## src/rtl/bus_resp_collector_pkg.sv

```systemverilog
// Shared configuration for the bus response collector: default sizes,
// watchdog limit and FSM state encoding.
package bus_resp_collector_pkg;

  localparam int BRC_SLAVE_NUMBER = 8;
  localparam int BRC_DATA_WIDTH   = 32;
  localparam int BRC_TIMEOUT      = 255;

  typedef enum logic [1:0] {
    ST_IDLE = 2'd0,
    ST_WAIT = 2'd1,
    ST_RESP = 2'd2
  } state_t;

endpackage

```

## src/rtl/bus_resp_collector_timeout.sv

```systemverilog
// Saturating watchdog: counts enabled cycles from a clear and flags when
// the count has reached TIMEOUT.
module bus_timeout_counter #(
  parameter int TIMEOUT = 255
) (
  input  logic clk,
  input  logic rst_n,
  input  logic clear,
  input  logic enable,
  output logic expired
);

  localparam int W = $clog2(TIMEOUT + 1);
  localparam logic [W-1:0] LIMIT = W'(TIMEOUT);

  logic [W-1:0] count;

  always_ff @(posedge clk or negedge rst_n) begin
    if (!rst_n) begin
      count <= '0;
    end else if (clear) begin
      count <= '0;
    end else if (enable && (count != LIMIT)) begin
      count <= count + W'(1);
    end
  end

  assign expired = (count == LIMIT);

endmodule

```

## src/rtl/bus_resp_collector.sv

```systemverilog
// Return-path collector: tracks one outstanding transfer and returns the
// selected slave's data/ack/err, or a forced error, as a one-cycle response.
module bus_resp_collector
  import bus_resp_collector_pkg::*;
#(
  parameter int SLAVE_NUMBER = BRC_SLAVE_NUMBER,
  parameter int DATA_WIDTH   = BRC_DATA_WIDTH,
  parameter int TIMEOUT      = BRC_TIMEOUT
) (
  input  logic                             clk_i,
  input  logic                             rst_n_i,
  input  logic                             cyc_i,
  input  logic                             stb_i,
  input  logic [SLAVE_NUMBER-1:0]          cs_i,
  input  logic                             adr_err_i,
  input  logic [SLAVE_NUMBER*DATA_WIDTH-1:0] slv_dat_i,
  input  logic [SLAVE_NUMBER-1:0]          slv_ack_i,
  input  logic [SLAVE_NUMBER-1:0]          slv_err_i,
  output logic [DATA_WIDTH-1:0]            dat_o,
  output logic                             ack_o,
  output logic                             err_o,
  output logic                             busy_o,
  output logic                             timeout_o
);

  state_t                  state;
  logic [SLAVE_NUMBER-1:0] sel_q;
  logic [SLAVE_NUMBER-1:0] cs_lowest;
  logic [DATA_WIDTH-1:0]   mux_dat;
  logic                    sel_ack;
  logic                    sel_err;
  logic                    start;
  logic                    expired;

  // Two's-complement trick isolates the lowest set chip-select bit.
  assign cs_lowest = cs_i & (~cs_i + SLAVE_NUMBER'(1));
  assign start     = (state == ST_IDLE) && cyc_i && stb_i;
  assign sel_ack   = |(slv_ack_i & sel_q);
  assign sel_err   = |(slv_err_i & sel_q);

  always_comb begin
    mux_dat = '0;
    for (int k = 0; k < SLAVE_NUMBER; k++) begin
      mux_dat = mux_dat | (slv_dat_i[k*DATA_WIDTH +: DATA_WIDTH] & {DATA_WIDTH{sel_q[k]}});
    end
  end

  bus_timeout_counter #(
    .TIMEOUT(TIMEOUT)
  ) u_watchdog (
    .clk    (clk_i),
    .rst_n  (rst_n_i),
    .clear  (start),
    .enable (state == ST_WAIT),
    .expired(expired)
  );

  // A master abort wins over anything the slave does in the same cycle,
  // so a dropped cycle never produces a stray termination.
  always_ff @(posedge clk_i or negedge rst_n_i) begin
    if (!rst_n_i) begin
      state     <= ST_IDLE;
      sel_q     <= '0;
      dat_o     <= '0;
      ack_o     <= 1'b0;
      err_o     <= 1'b0;
      busy_o    <= 1'b0;
      timeout_o <= 1'b0;
    end else begin
      ack_o <= 1'b0;
      err_o <= 1'b0;
      case (state)
        ST_IDLE: begin
          if (cyc_i && stb_i) begin
            busy_o <= 1'b1;
            if (adr_err_i) begin
              err_o <= 1'b1;
              state <= ST_RESP;
            end else begin
              sel_q <= cs_lowest;
              state <= ST_WAIT;
            end
          end
        end
        ST_WAIT: begin
          if (!cyc_i) begin
            busy_o <= 1'b0;
            state  <= ST_IDLE;
          end else if (sel_err) begin
            err_o <= 1'b1;
            state <= ST_RESP;
          end else if (sel_ack) begin
            dat_o <= mux_dat;
            ack_o <= 1'b1;
            state <= ST_RESP;
          end else if (expired) begin
            err_o     <= 1'b1;
            timeout_o <= 1'b1;
            state     <= ST_RESP;
          end
        end
        ST_RESP: begin
          busy_o <= 1'b0;
          state  <= ST_IDLE;
        end
        default: begin
          busy_o <= 1'b0;
          state  <= ST_IDLE;
        end
      endcase
    end
  end

endmodule

```

## config.mk

```make
export PLATFORM = sky130hd
export DESIGN_NAME = bus_resp_collector
export DESIGN_NICKNAME = d
export VERILOG_FILES = /design/src/rtl/bus_resp_collector_pkg.sv /design/src/rtl/bus_resp_collector_timeout.sv /design/src/rtl/bus_resp_collector.sv
export SDC_FILE = /design/constraint.sdc
export NUM_CORES = 1
export LEC_CHECK = 0
export CAP_MARGIN = 10
export CORE_AREA = 2 2 123 125
export DETAILED_ROUTE_END_ITERATION = 7
export DIE_AREA = 0 0 125 127
export PLACE_DENSITY = 0.74
export SLEW_MARGIN = 20
export SYNTH_ARGS = -nofsm -noshare
export SYNTH_HDL_FRONTEND = slang
export SYNTH_SLANG_ARGS = --single-unit
```

## constraint.sdc

```tcl
create_clock -name clk_i -period 3.85 [get_ports clk_i]
set_input_delay 0.5775 -clock clk_i [delete_from_list [all_inputs] [get_ports clk_i]]
set_output_delay 0.5775 -clock clk_i [all_outputs]
set_load 0.01 [all_outputs]
```

==> summary.md, run 1 <==
| Metric | Value |
|---|---|
| Post-Synth Adder-Cell Area | 0.00327 |
| Most used cell along the critical path | buf_4 |
| Slew headroom | 0.396 |
| Post-synth design cell area | 0.00383 mm^2 |
| Critical path class | register to register |
| Cts bufs inserted | 5 |
| TritonRoute pass-1 iters | 7 |
| Routed Wire Length | 19600 um |
| Top cell type's share of synthesized area | 0.353 |
| CP Max Fanout | 33 |
| Period utilization | 0.675 |
| Fin area | 0.00726 mm^2 |
| Syn avg cell area | 10.4 um^2 |
| Die Wd | 125 um |
| Layout cells sized above 1 | 0.0864 |
| Post-route core utilization | 0.503 |
| Clk_lat worst skew | 0.29 ns |
| Largest net degree at the start of global routing | 55 |
| Worst VDD drop | ~0.17 mV |
| Flops & latches, synth | 54 |
| Die height | about 130 um |
| WL/cell | between 20 and 25 um |
| All-Layer GR Usage | 0.236 |
| CP Launch Type | register |
| Total power | 2.59 mW |
| Slowest CP cell | dfrtp_1 |
| Ports | around 320 |
| Largest cells by area after synthesis | dfrtp_1 (35%), a22oi_1 (26%), mux2_4 (11%) |
| Initial Utilization | 0.266 |
| Setup violators final | 0 |
| Most common cell in the netlist | a22oi_1 |
| Placed Cells incl. Taps | around 850 |
| Worst setup margin | 1.25 ns |
| Minimum clock period | between 2 and 3 ns |
| H-tree Lvls | 2 |
| Initial DRC Count | 213 |
| Hpwl dp | 15000 um |
| XOR/XNOR Fraction of Synth Area | 0.0114 |
| Synthesized instance count | 370 |
| Drc violations | 0 |
| Number of port buffers | 320 |
| # hold bufs at CTS | 0 |
| Global-route wire length before repair | 29100 um |
| Status | complete, no violations |
| Core Area | ~0.014 mm^2 |
| TritonCTS clock tree | yes |
| YS warnings | 0 |
| Async SR Flop Fraction | 1.00 |
| Pwr Density | approximately 360 mW/mm^2 |
| Area after DPL | 0.00711 mm^2 |
| Drt via density | 5.48 |
| Row count | 44 |
| Yosys cell types | 42 |
| Area Growth Syn to Fin | 89.5% |
| Final instance count without filler cells | 860 |
| Synth Flop Type | dfrtp_1 |
| Required @ worst endpoint | 4.03 ns |
| Setup TNS | 0 ns |
| CP Capture Type | register |
| Peak Freq | a little under 400 MHz |
| Hold WS | 0.418 ns |
| Largest family of logic cells by synthesized area | compound AO/OA/AOI/OAI gates |
| Congestion Overflow GR | 0 |
| Remaining antenna violation count after routing | 0 |
| CP arrival | roughly 2.8 ns |
| NumNets Final | 956 |
| Worst path cell trace | buf_4 > a22oi_4 > nand4_4 > nor3_4 > buf_4 > mux2_2 |
| Clock Pin Slew Worst Setup and Hold Paths | around 0.070 ns |
| Synth area leader | dfrtp_1 |
| DR vias | between 4000 and 5000 |
| Register area share after synthesis | 0.353 |
| Compound-Gate Fraction of Synth Area | 0.314 |
| CTS resizes | 0 |
| CP max stage delay | 0.63 ns |
| Pins Over Slew Limit | 0 |
| Most frequent cells after synthesis | a22oi_1 (132), dfrtp_1 (54), nand4_1 (35), mux2_4 (29), clkbuf_1 (23) |
| Synthesized Nets | ~660 |
| Number of enable flip-flop cells after synthesis | 0 |
| Pre-CTS setup slack | roughly 1.2 ns |
| Initial antenna violation count | 5 |
| Vias in the first global route | 5053 |
| Clk sinks | 54 |
| CTS Root Cell | clkbuf_16 |
| Longest Clk Path Bufs | 2 |
| Unrepaired setup endpoints after global routing | no |
| Hold Violations, Final | 0 |
| MaxCap Viol Count | 0 |
| HP Class | input port to async pin |
| Post-CTS setup buffer count | 0 |
| Synth Area in Simple Gates | 0.126 |
| Final Skew | around 0.0068 ns |
| Leak | approximately 2.8 nW |
| Worst Max-Slew Pin Slew | 0.905 ns |
| RePlAce Congestion | around 0.97 |
| Mux cell area share after synthesis | 0.128 |
| Die Footprint | 0.0159 mm^2 |
==> state kept, by name, summed over array words and instances (netlist names) <==
name,cells
ack_o,1
busy_o,1
timeout_o,1
u_watchdog.count,8
state,2
sel_q,8
err_o,1
dat_o,32
==> layout by cell type, fill, tap and decap left out, drive strengths merged, types with 3 or more instances in the layout <==
| cell type | Yosys | final |
|---|---|---|
| a21oi | 4 | 4 |
| nand3 | 3 | 3 |
| nor4 | 3 | 3 |
| nor3 | 4 | 4 |
| nand4 | 36 | 36 |
| a22oi | 136 | 136 |
| diode | 0 | 5 |
| nand2b | 6 | 6 |
| nand2 | 9 | 9 |
| inv | 3 | 3 |
| o21ai | 8 | 8 |
| dfrtp | 54 | 54 |
| buf | 15 | 12 |
| clkbuf | 23 | 6 |
| clkdlybuf4s50 | 0 | 319 |
| nor2 | 8 | 8 |
| xnor2 | 3 | 3 |
| mux2 | 33 | 33 |
==> final timing paths <==
check | startpoint | to | slack [ns] | depth (start not counted)
worst min-delay path | rst_n_i | dat_o[22]$_DFFE_PN0P_ | 0.42 | 2
min in group clk_i | timeout_o$_DFFE_PN0P_ | timeout_o$_DFFE_PN0P_ | 0.50 | 1
worst min register to register | timeout_o$_DFFE_PN0P_ | timeout_o$_DFFE_PN0P_ | 0.50 | 1
worst max register to register | sel_q[7]$_DFFE_PN0P_ | dat_o[1]$_DFFE_PN0P_ | 1.25 | 6
worst max-delay path | sel_q[7]$_DFFE_PN0P_ | dat_o[1]$_DFFE_PN0P_ | 1.25 | 6
max in group asynchronous | rst_n_i | sel_q[6]$_DFFE_PN0P_ | 2.96 | 2
==> routing by layer <==
| metal | vias to the layer above | global-route usage | routed length [um] | share of wire |
|---|---|---|---|---|
| met5 | - | 0 | 0 | 0 |
| met4 | 0 | 0.105 | 860 | 0.044 |
| met3 | 47 | 0.0515 | 1370 | 0.070 |
| met2 | 273 | 0.414 | 9660 | 0.49 |
| met1 | 2282 | 0.278 | 7660 | 0.39 |
| li1 | 2112 | - | - | - |
==> logic make-up after synthesis <==
| family | Yosys count |
|---|---|
| AND/OR/NAND/NOR | 79 |
| multiplexers | 34 |
| buffers and inverters | 41 |
| AO/OA/AOI/OAI | 156 |
| flip-flops | 54 |
| XOR/XNOR | 5 |
| adder cells (fa/ha/maj) | 1 |
==> worst max-delay path, delay by kind of cell (launching register included) <==
kind,cells,cell delay (ns)
compound gates,1,0.20
buf+inv,2,0.90
simple gates,2,0.32
mux,1,0.40
flops,1,0.63
==> power by group <==
group / leakage (nW) / internal (mW) / switching [mW]
Combinational: 1.99 / 0.815 / 0.459
Clock: 0.0709 / 0.242 / 0.207
Sequential: 0.724 / 0.733 / 0.137
==> cell type report <==
cell class                      instances  area (um^2)
Sequential cell                        54         1350
Antenna cell                            5         12.5
Clock buffer                            6          129
Fill cell                            1315         7160
Tap cell                              184          230
Multi-Input combinational cell        275         2230
Inverter                                3         11.3
Timing Repair Buffer                  331         3280
Clock inverter                          2         13.8
Power figures use the tool's default switching activity.
==> run 2, diff against run 1 <==
--- a/config.mk
+++ b/config.mk
@@ -9,7 +9,7 @@
 export CORE_AREA = 2 2 123 125
 export DETAILED_ROUTE_END_ITERATION = 7
 export DIE_AREA = 0 0 125 127
-export PLACE_DENSITY = 0.74
+export PLACE_DENSITY = 0.77
 export SLEW_MARGIN = 20
 export SYNTH_ARGS = -nofsm -noshare
 export SYNTH_HDL_FRONTEND = slang
==> constraint.sdc (replaced) <==
create_clock -name clk_i -period 2.35 [get_ports clk_i]
set_input_delay 0.3525 -clock clk_i [delete_from_list [all_inputs] [get_ports clk_i]]
set_output_delay 0.3525 -clock clk_i [all_outputs]
set_load 0.01 [all_outputs]
==> run 2 against run 1 <==
Sequential power increased by 59%; utilization increased by 0.73 points; total power increased by 68%; global-route usage decreased by 0.31 points; clock power increased by 87%; via count decreased by 0.19%; sequential cell count unchanged; clock-buffer cell count decreased by 1; sequential share of layout area decreased by 0.27 points; critical path depth unchanged; critical path type is now input port to register; highest routed layer unchanged.
==> summary.md, run 2 (same netlist as run 1, synthesis figures left out) <==
| Metric | Value |
|---|---|
| Most frequent cells in the layout | clkdlybuf4s50_1 (319), a22oi_1 (132), dfrtp_1 (54) |
| Area Growth Syn to Fin | 92.3% |
| Top reg by flops | dat_o |
| WP buf/inv | 2 (unchanged) |
| Post-CTS setup buffer count | 0 (unchanged) |
| Routed Wire Length | 19600 um (+0.27%) |
| Number of port buffers | 320 (unchanged) |
| Pwr Density | 591 mW/mm^2 (+66%) |
| H-tree Lvls | 2 (unchanged) |
| Core Area | 0.0144 mm^2 (unchanged) |
| CTS Root Cell | clkbuf_16 |
| Worst Setup SP | slv_err_i[2] |
| Die Footprint | 0.0159 mm^2 (unchanged) |
| Required @ worst endpoint | 2.52 ns (-1.51 ns) |
| Largest regs | dat_o: 32 flops, sel_q: 8 flops, u_watchdog.count: 8 flops |
| Drc violations | 0 (unchanged) |
| Cts bufs inserted | 5 (unchanged) |
| Initial antenna violation count | 3 (-2) |
| Worst r2r src | sel_q[4]$_DFFE_PN0P_ |
| CP Capture Type | register |
| Leak | 2.84 nW (+2.1%) |
| Pre-CTS setup slack | 0.177 ns (-0.998 ns) |
| Final instance count without filler cells | 866 (+0.70%) |
| Layout cells sized above 1 | 0.0972 (+0.0108) |
| Peak Freq | 536 MHz |
| Clk sinks | 54 (unchanged) |
| Worst VDD drop | 0.292 mV (+72%) |
| Hold Violations, Final | 0 (unchanged) |
| Clk_lat worst skew | 0.29 ns (about the same) |
| Row count | 44 (unchanged) |
| CP Max Fanout | 17 (-48%) |
| DR vias | 4705 (-0.19%) |
| CP Launch Type | input port |
| Fin area | 0.00737 mm^2 (+1.4%) |
| Remaining antenna violation count after routing | 0 (unchanged) |
| Area after DPL | 0.00718 mm^2 (+1.1%) |
| RePlAce Congestion | 0.879 (-9.3%) |
| Hpwl dp | 15100 um (+0.63%) |
| Commonest non-fill, non-tap cell in the layout | clkdlybuf4s50_1 |
| Slew headroom | 0.683 (+0.287) |
| Minimum clock period | approximately 1.9 ns |
| Clock Pin Slew Worst Setup and Hold Paths | 0.07 ns (about the same) |
| Initial Utilization | 0.266 (unchanged) |
| Worst path cell trace | clkdlybuf4s50_1 > a22oi_4 > nand4_4 > nor3_4 > buf_12 > mux2_2 |
| NumNets Final | 964 (+0.84%) |
| Worst Max-Slew Pin Slew | 0.475 ns (-0.430 ns) |
| TritonRoute pass-1 iters | 5 (-2) |
| Setup violators final | 0 (unchanged) |
| Crit-path leading delay family | buffers and inverters |
| Congestion Overflow GR | 0 (unchanged) |
| Unrepaired setup endpoints after global routing | no |
| Hold WS | 0.453 ns (+0.0344 ns) |
| Longest Clk Path Bufs | 2 (unchanged) |
| Die Wd | 125 um (unchanged) |
| Max reg flops | 32 (unchanged) |
| Ports | 321 (unchanged) |
| Placed Cells incl. Taps | 854 (+0.83%) |
| WL/cell | 22.6 um (-0.43%) |
| Worst setup margin | 0.483 ns (-0.770 ns) |
| Global-route wire length before repair | 28900 um (-0.59%) |
| Initial DRC Count | 248 (+16%) |
| Largest net degree at the start of global routing | 34 (-38%) |
| TritonCTS clock tree | yes |
| Final Skew | 0.00657 ns (-0.000259 ns) |
| HP Class | input port to async pin |
| Critical path class | input port to register |
| Vias in the first global route | 5106 (+1.0%) |
| Drt via density | 5.43 (-0.88%) |
| Status | complete, no violations |
| All-Layer GR Usage | 0.233 (-0.00314) |
| Total power | 4.36 mW (+68%) |
| Post-route core utilization | 0.511 (+0.00729) |
| Die height | 127 um (unchanged) |
| MaxCap Viol Count | 0 (unchanged) |
| Pins Over Slew Limit | 0 (unchanged) |
| CP arrival | 2.04 ns (-0.73 ns) |
| CP max stage delay | 0.45 ns (-0.18 ns) |
| Slowest CP cell | clkdlybuf4s50_1 |
| Period utilization | 0.794 |
| Setup TNS | 0 ns (unchanged) |
==> run 2: cell count changes in the layout (fill, tap and decap cells not counted) <==
cell	previous run	this run
buf_12	0	2
buf_4	11	16
bufinv_16	0	1
clkbuf_1	1	0
clkinv_2	1	2
clkinv_4	1	0
diode_2	5	3
dlygate4sd3_1	0	1
==> run 2: per-layer routing <==
metal  vias to the layer above  GRT usage  share of wire
met3                        45     0.0565          0.073
met5                         -          0              0
met4                         0      0.101          0.036
li1                       2130          -              -
met2                       258      0.404           0.49
met1                      2272      0.275           0.40
==> run 2: final timing paths <==
kind,endpoint,slack (ns),depth (start not counted)
worst min register to register,timeout_o$_DFFE_PN0P_,0.49,1
worst min-delay path,dat_o[19]$_DFFE_PN0P_,0.45,2
worst max register to register,dat_o[1]$_DFFE_PN0P_,0.52,5
max in group asynchronous,sel_q[5]$_DFFE_PN0P_,1.31,3
min in group clk_i,timeout_o$_DFFE_PN0P_,0.49,1
worst max-delay path,dat_o[1]$_DFFE_PN0P_,0.48,6
==> run 2: cell type report <==
| type | count | area (um^2) |
|---|---|---|
| clock buffers | 5 | 125 |
| inverters | 3 | 11.3 |
| flip-flops and latches | 54 | 1350 |
| well taps | 184 | 230 |
| repair buffers | 339 | 3370 |
| fillers | 1307 | 7060 |
| clock inverters | 3 | 40.0 |
| diodes | 3 | 7.51 |
| multi-input cells | 275 | 2230 |
==> run 2: worst reg2reg max path: stages (launching register included) <==
cell     delay [ns]
dfrtp_1        0.52
a22oi_1        0.16
and4_1         0.23
nor3_4         0.23
buf_12         0.21
mux2_2         0.36
==> run 2: power by group <==
part	internal, mW	switching (mW)
sequential	1.20	0.184
combinational	1.34	0.787
clock	0.500	0.341
total	3.04	1.31
==> run 2: repair_timing <==
| item | 4_1_cts | 5_1_grt |
|---|---|---|
| endpoints found under the hold margin | 7 | 0 |
| hold buffers | 1 | 0 |
| gates resized for setup | 0 | 0 |
